<file path="src/rtl/shift_arbiter_pkg.sv">
// Shared constants and state encoding for the shift arbiter slice.
package shift_arbiter_pkg;

  localparam int unsigned DATA_W = 64;
  localparam int unsigned AMT_W  = 6;

  typedef enum logic {
    EMPTY = 1'b0,
    FULL  = 1'b1
  } state_t;

endpackage

</file>
<file path="src/rtl/shift_arbiter_shift_logical_left.sv">
// 64-bit logical left shifter, zero fill.
module shift_logical_left
  import shift_arbiter_pkg::*;
(
  input  logic [DATA_W-1:0] a,
  input  logic [AMT_W-1:0]  amt,
  output logic [DATA_W-1:0] y
);

  // Zero-filling left shift of the selected operand
  always_comb begin
    y = a << amt;
  end

endmodule

</file>
<file path="src/rtl/shift_arbiter.sv">
// Two-port arbiter in front of one shared logical-left shifter with a
// single result register (EMPTY/FULL) tagged by the owning port.
module shift_arbiter
  import shift_arbiter_pkg::*;
#(
  parameter bit RR_EN = 1'b1
) (
  input  logic              clk,
  input  logic              rst,
  input  logic              req0_valid,
  output logic              req0_ready,
  input  logic [DATA_W-1:0] req0_a,
  input  logic [AMT_W-1:0]  req0_amt,
  input  logic              req1_valid,
  output logic              req1_ready,
  input  logic [DATA_W-1:0] req1_a,
  input  logic [AMT_W-1:0]  req1_amt,
  output logic              rsp0_valid,
  input  logic              rsp0_ready,
  output logic [DATA_W-1:0] rsp0_data,
  output logic              rsp1_valid,
  input  logic              rsp1_ready,
  output logic [DATA_W-1:0] rsp1_data
);

  state_t            state;
  state_t            state_nxt;
  logic              owner;
  logic              last_grant;
  logic [DATA_W-1:0] result;
  logic [DATA_W-1:0] shift_a;
  logic [AMT_W-1:0]  shift_amt;
  logic [DATA_W-1:0] shift_y;
  logic              grant;
  logic              can_accept;
  logic              drain;
  logic              accept;

  // Grant selection, drain/refill decision and operand mux
  always_comb begin
    drain      = (state == FULL) && (owner ? rsp1_ready : rsp0_ready);
    can_accept = (state == EMPTY) || drain;
    grant      = 1'b0;
    if (req1_valid && !req0_valid) begin
      grant = 1'b1;
    end else if (req0_valid && req1_valid && RR_EN) begin
      grant = ~last_grant;
    end
    accept    = can_accept && (grant ? req1_valid : req0_valid);
    shift_a   = grant ? req1_a   : req0_a;
    shift_amt = grant ? req1_amt : req0_amt;
  end

  shift_logical_left u_shift (
    .a   (shift_a),
    .amt (shift_amt),
    .y   (shift_y)
  );

  // FSM state register
  always_ff @(posedge clk) begin
    if (rst) begin
      state <= EMPTY;
    end else begin
      state <= state_nxt;
    end
  end

  // FSM next state: a refill keeps FULL even when the old result drains
  always_comb begin
    state_nxt = state;
    if (accept) begin
      state_nxt = FULL;
    end else if (drain) begin
      state_nxt = EMPTY;
    end
  end

  // Result register, owner tag and round-robin history
  always_ff @(posedge clk) begin
    if (rst) begin
      owner      <= 1'b0;
      result     <= '0;
      last_grant <= 1'b1;
    end else if (accept) begin
      owner      <= grant;
      result     <= shift_y;
      last_grant <= grant;
    end
  end

  // Handshake outputs and owner-gated response data
  always_comb begin
    req0_ready = can_accept && !grant;
    req1_ready = can_accept && grant;
    rsp0_valid = (state == FULL) && !owner;
    rsp1_valid = (state == FULL) && owner;
    rsp0_data  = rsp0_valid ? result : '0;
    rsp1_data  = rsp1_valid ? result : '0;
  end

endmodule

</file>
<file path="config.mk">
export PLATFORM = sky130hd
export DESIGN_NAME = shift_arbiter
export DESIGN_NICKNAME = d
export VERILOG_FILES = /design/src/rtl/shift_arbiter_pkg.sv /design/src/rtl/shift_arbiter_shift_logical_left.sv /design/src/rtl/shift_arbiter.sv
export SDC_FILE = /design/constraint.sdc
export NUM_CORES = 1
export LEC_CHECK = 0
export CAP_MARGIN = 10
export CELL_PAD_IN_SITES_DETAIL_PLACEMENT = 0
export CELL_PAD_IN_SITES_GLOBAL_PLACEMENT = 1
export CORE_ASPECT_RATIO = 1.5
export CORE_MARGIN = 2
export CORE_UTILIZATION = 34
export DETAILED_ROUTE_END_ITERATION = 16
export HOLD_SLACK_MARGIN = 0.1
export PLACE_DENSITY = 0.8
export SLEW_MARGIN = 20
export SYNTH_ARGS = -nofsm -noshare
export SYNTH_HDL_FRONTEND = slang
export SYNTH_SLANG_ARGS = --single-unit
</file>
<file path="constraint.sdc">
create_clock -name clk -period 4.3 [get_ports clk]
set_clock_uncertainty 0.2 [all_clocks]
set_input_delay 1.29 -clock clk [delete_from_list [all_inputs] [get_ports clk]]
set_output_delay 1.29 -clock clk [all_outputs]
set_load 0.02 [all_outputs]
</file>
Word level (Yosys, flattened, before mapping)
Cells that the tools add are included.
{"block": "word_totals", "register_bits": 67, "latch_bits": 0, "ram_bits": 0, "mem_bits_ro": 0, "in_bits": 146, "memories": 0}
{"block": "op_classes", "addsub": 0, "n_mul": 0, "n_div": 0, "n_lt_le_gt_ge": 0, "eq_ne": 0, "shifts": 1, "mux": 10, "bitwise": 2, "reduce_logical": 13}
{"op": "$mux W64", "count": 3}
{"op": "$shl A64 B6 Y64", "count": 1}
{"op": "$logic_and A1 B1 Y1", "count": 8}
{"op": "$mux W1", "count": 6}
{"op": "$mux W6", "count": 1}
{"op": "$logic_not A1 Y1", "count": 3}
{"op": "$not A1 Y1", "count": 2}
{"op": "$reduce_bool A2 Y1", "count": 1}
{"op": "$logic_or A1 B1 Y1", "count": 1}

Longest topological paths before layout
{"block": "logic_depth", "word_depth": 6, "depth_mapped": 12}

By module
Synthesis repeated with hierarchy kept, for this count alone.
{"block": "unflattened", "cells_unflattened": 879, "area_unflattened_um2": 8162.8}
{"mod": "shift_logical_left", "n_inst": 1, "cells_per_inst": 482, "area_each_um2": 4285.4, "seq_area_each_um2": 0.0}
{"mod": "shift_arbiter", "n_inst": 1, "cells_per_inst": 397, "area_each_um2": 3877.5, "seq_area_each_um2": 1341.3}

Worst setup path before layout
Ideal clock, no wire load.
{"block": "synth_timing", "kind": "in2out", "startpoint": "input req1_valid", "endpoint": "output req1_ready", "arrival_ps": 2481, "slack_ps": 329, "cell_stages": 6, "path_buffers": 4, "path_cell_list": "a21bo_1 buf_6 buf_6 buf_2 buf_2 a21oi_1"}
{"block": "synth_between", "elab_chain_cells": 4, "elab_cells_between_ends": 5, "cone_classes": "mux: 2; reduce/logical: 3"}
{"item": "start, declared", "line_no": "shift_arbiter.sv:14", "text": "input logic req1_valid,"}
{"item": "$logic_and A1 B1 Y1", "line_no": "shift_arbiter.sv:46", "text": "end else if (req0_valid && req1_valid && RR_EN) begin"}
{"item": "$mux W1", "line_no": "shift_arbiter.sv:46"}
{"item": "$mux W1 *", "line_no": "shift_arbiter.sv:44", "text": "if (req1_valid && !req0_valid) begin"}
{"item": "$logic_and A1 B1 Y1 *", "line_no": "shift_arbiter.sv:95", "text": "req1_ready = can_accept && grant;"}
{"item": "end, declared", "line_no": "shift_arbiter.sv:15", "text": "output logic req1_ready,"}
Mark *: on every way between the ends. The rest lies on a longest branch, timed or not.

Final worst setup path
{"block": "layout_timing", "startpoint": "input req1_valid", "endpoint": "register result[62]"}
{"block": "layout_between", "elab_chain_cells": 5, "elab_cells_between_ends": 9, "cone_classes": "shift: 1; mux: 5; reduce/logical: 3"}
{"item": "$logic_and A1 B1 Y1", "line_no": "shift_arbiter.sv:46"}
{"item": "$mux W1", "line_no": "shift_arbiter.sv:46"}
{"item": "$mux W1", "line_no": "shift_arbiter.sv:44"}
{"item": "$mux W64 (tied with other cells)", "line_no": "shift_arbiter.sv:50", "text": "shift_a = grant ? req1_a : req0_a;"}
{"item": "$shl A64 B6 Y64 or $logic_and A1 B1 Y1 (tied branches)", "line_no": "shift_arbiter_shift_logical_left.sv:12, shift_arbiter.sv:49"}
{"item": "end signal, assigned", "line_no": "shift_arbiter.sv:87", "text": "result <= shift_y;"}
{"item": "end, declared", "line_no": "shift_arbiter.sv:30", "text": "logic [DATA_W-1:0] result;"}
Parallel ways exist; a longest one is shown, timed or not.
A chain may end at the register's enable or synchronous reset.

==> flow_metrics.env <==
export IMPL_status="complete, no violations"
export IMPL_rr_startpoint="owner"
export IMPL_path_clk_slew_ns=0.06
export IMPL_setup_ws_ns=0.02865
export IMPL_worstMarginPinSlew_ns=0.6844
export IMPL_synth_edf_count=0
export IMPL_final_util_pct=53.85
export IMPL_slowest_delay_ns=0.50
export IMPL_yosys_area_top_type="mux2i_1"
export IMPL_drive_above_1_share_pct=21.16
export IMPL_crit_required_ns=4.32
export IMPL_drv_slew=0
export IMPL_setup_viol=0
export IMPL_min_period_ns=4.271
export IMPL_layout_cells_most_common_list="clkdlybuf4s50_1, buf_4, mux2i_1, nor2_1, o21ai_0"
export IMPL_min_path_type="reg -> reg"
export IMPL_dieArea_um2=26610
export IMPL_worstPathArrival_ns=4.29
export IMPL_die_height_um=198.8
export IMPL_finalHoldViolations=0
export IMPL_synth_area_leaders="mux2i_1, dfxtp_1, mux2_2"
export IMPL_syn_inst=1160
export IMPL_setup_worst_path_start="req1_valid"
export IMPL_numClockSinks=67
export IMPL_seq_area_frac_synth_pct=15.59
export IMPL_synth_cell_types=62
export IMPL_cts_tree="done"
export IMPL_ys_warn_count=0
export IMPL_nets=1697
export IMPL_synthesis_area_um2=8602
export IMPL_grt_usage_pct=29.21
export IMPL_fp_row_count=71
export IMPL_path_cells="clkdlybuf4s50_1, a21bo_2, buf_12, buf_12, mux2_2, buf_4, mux2i_1, buf_4, o211ai_1, o31ai_1, mux2i_2, nor2_1, o21ba_1"
export IMPL_critical_path_class="in -> reg"
export IMPL_numCtsBuffers=9
export IMPL_postSynthAreaPerCell_um2=7.416
export IMPL_cts_path_max_buffers=2
export IMPL_dp_hpwl_um=33220
export IMPL_rsz0062_at_grt="false"
export IMPL_detail_route_first_pass_iterations=5
export IMPL_post_route_drc_count=0
export IMPL_area_delta_synth_final_pct=56.26
export IMPL_hp_start="result[25]"
export IMPL_core_area_um2=24960
export IMPL_cellPowerDensity_nw_per_um2=253.7
export IMPL_yosys_most_used_dff="dfxtp_1"
export IMPL_drtIter0Drc=781
export IMPL_clkLatencyLatePin_ns=0.33
export IMPL_grt_pass1_vias=10390
export IMPL_synth_nets=1306
export IMPL_period_share_pct=99.33
export IMPL_final_area_um2=13440
export IMPL_place_ws_ns=-0.2829
export IMPL_ys_ff_latch=67
export IMPL_final_common_cell="clkdlybuf4s50_1"
export IMPL_totalWireLength_um=40190
export IMPL_dr_total_vias=10630
export IMPL_dpl_instance_area_um2=13090
export IMPL_start_util_pct=34.46
export IMPL_grt_pass1_wl_um=60410
export IMPL_vdd_drop_max_mv=0.2320
export IMPL_whs_ns=0.2707
export IMPL_htree_levels=3
export IMPL_p_total_uw=3410
export IMPL_cts_hold_buf=0
export IMPL_vias_per_cell=5.643
export IMPL_grt_overflow_total=0
export IMPL_cp_end_kind="flop"
export IMPL_start_kind="input pin"
export IMPL_wire_per_inst_um=21.34
export IMPL_fmax_ghz=0.2341
export IMPL_crit_slowest_cell="clkdlybuf4s50_1"
export IMPL_synth_top_area_share_pct=16.87
export IMPL_leakagePower_uw=0.005772
export IMPL_crit_fanout=16
export IMPL_root_buffer="clkbuf_16"
export IMPL_port_buffers=277
export IMPL_ant_nets=0
export IMPL_io_pins=278
export IMPL_grt_max_degree=70
export IMPL_diodes=0
export IMPL_drv_cap=0
export IMPL_fp_dieW_um=133.9
export IMPL_antenna_found_initial=0
export IMPL_gp_congestion=1.011
export IMPL_async_flop_share_pct=0
export IMPL_max_slew_margin_rel_pct=53.99
[per-stage QoR]
| stage | std cells | setup TNS, ns |
|---|---|---|
| after floorplan | 1160 | 0 |
| after global placement | 1867 | -1.749 |
| after detailed placement | 1867 | -2.794 |
| after CTS | 1882 | 0 |
| after global routing | 1883 | 0 |
| final | 1883 | 0 |
[where the power goes]
| group | leakage [µW] | internal, µW | switching, µW | total (µW) |
|---|---|---|---|---|
| logic | 0.00507 | 884 | 993 | 1880 |
| clock network | 0.000154 | 518 | 277 | 795 |
| registers | 0.000548 | 681 | 58.1 | 739 |
| total | 0.00577 | 2080 | 1330 | 3410 |
[flip-flops by register name, indices dropped and copies added, names as in the netlist]
name and flops:
result 64, state 1, last_grant 1, owner 1
[worst paths after layout]
path | endpoint | slack [ns] | cells after the start
max | result[62] | 0.03 | 13
min | result[25] | 0.27 | 2
max reg2reg | result[60] | 1.12 | 9
min reg2reg | result[25] | 0.27 | 2
[routing by layer]
metal	share of wire [%]	global-route usage (%)
met5	0	0
met4	4.9	13.95
met3	5.6	3.364
met2	51	52.82
met1	39	34.02
[cell families (layout without fill, tap and decap cells)]
group,Yosys count,after routing,share of synthesized area (%)
AND/OR/NAND/NOR,398,398,22.66
flip-flops,67,67,15.59
AO/OA/AOI/OAI,348,348,27.14
multiplexers,223,223,27.88
buffers and inverters,124,519,6.720
[final cells by class]
cell class                 instances  area (µm²)
sequential                        67        1341
fill                            2415       11520
timing repair buffer             496        4596
inverter                           8       30.03
clock inverter                     5       77.57
clock buffer                      10       239.0
tap                              328       410.4
multi-input combinational        969        6748
[worst max-delay path, delay by kind of cell]
family | cells | cell delay (ns)
compound gates | 4 | 1.04
mux | 3 | 0.79
buf+inv | 5 | 1.05
simple gates | 1 | 0.09
[repair_timing]
item,in CTS,in global routing
gates resized for setup,1,5
endpoints found under the setup margin,1,7
buffers inserted,0,1
cloned,0,0
pin swaps,0,0
[cells in the mapped netlist (3+ instances only)]
master / count
nor2_1: 118
or2_2: 4
o21ai_0: 90
buf_1: 10
nor3_1: 14
a22oi_1: 40
mux4_2: 3
o22a_1: 13
a222oi_1: 9
and2_1: 70
a211oi_1: 26
mux2_2: 69
a21oi_1: 59
o32ai_1: 4
o211ai_1: 11
o21a_1: 4
a31oi_1: 10
mux2i_1: 145
buf_4: 8
clkbuf_1: 52
dfxtp_1: 67
buf_2: 42
a21o_1: 5
nand3_1: 11
nor2b_1: 10
o31ai_1: 3
o22ai_1: 11
nand2b_1: 5
a2bb2oi_1: 10
o221ai_1: 10
o21ai_1: 4
buf_6: 4
a221oi_1: 10
or3_1: 5
a22o_1: 6
a211o_1: 4
and3_1: 67
inv_1: 8
nand2_1: 88
No activity file was read; power rests on OpenSTA's default activity.
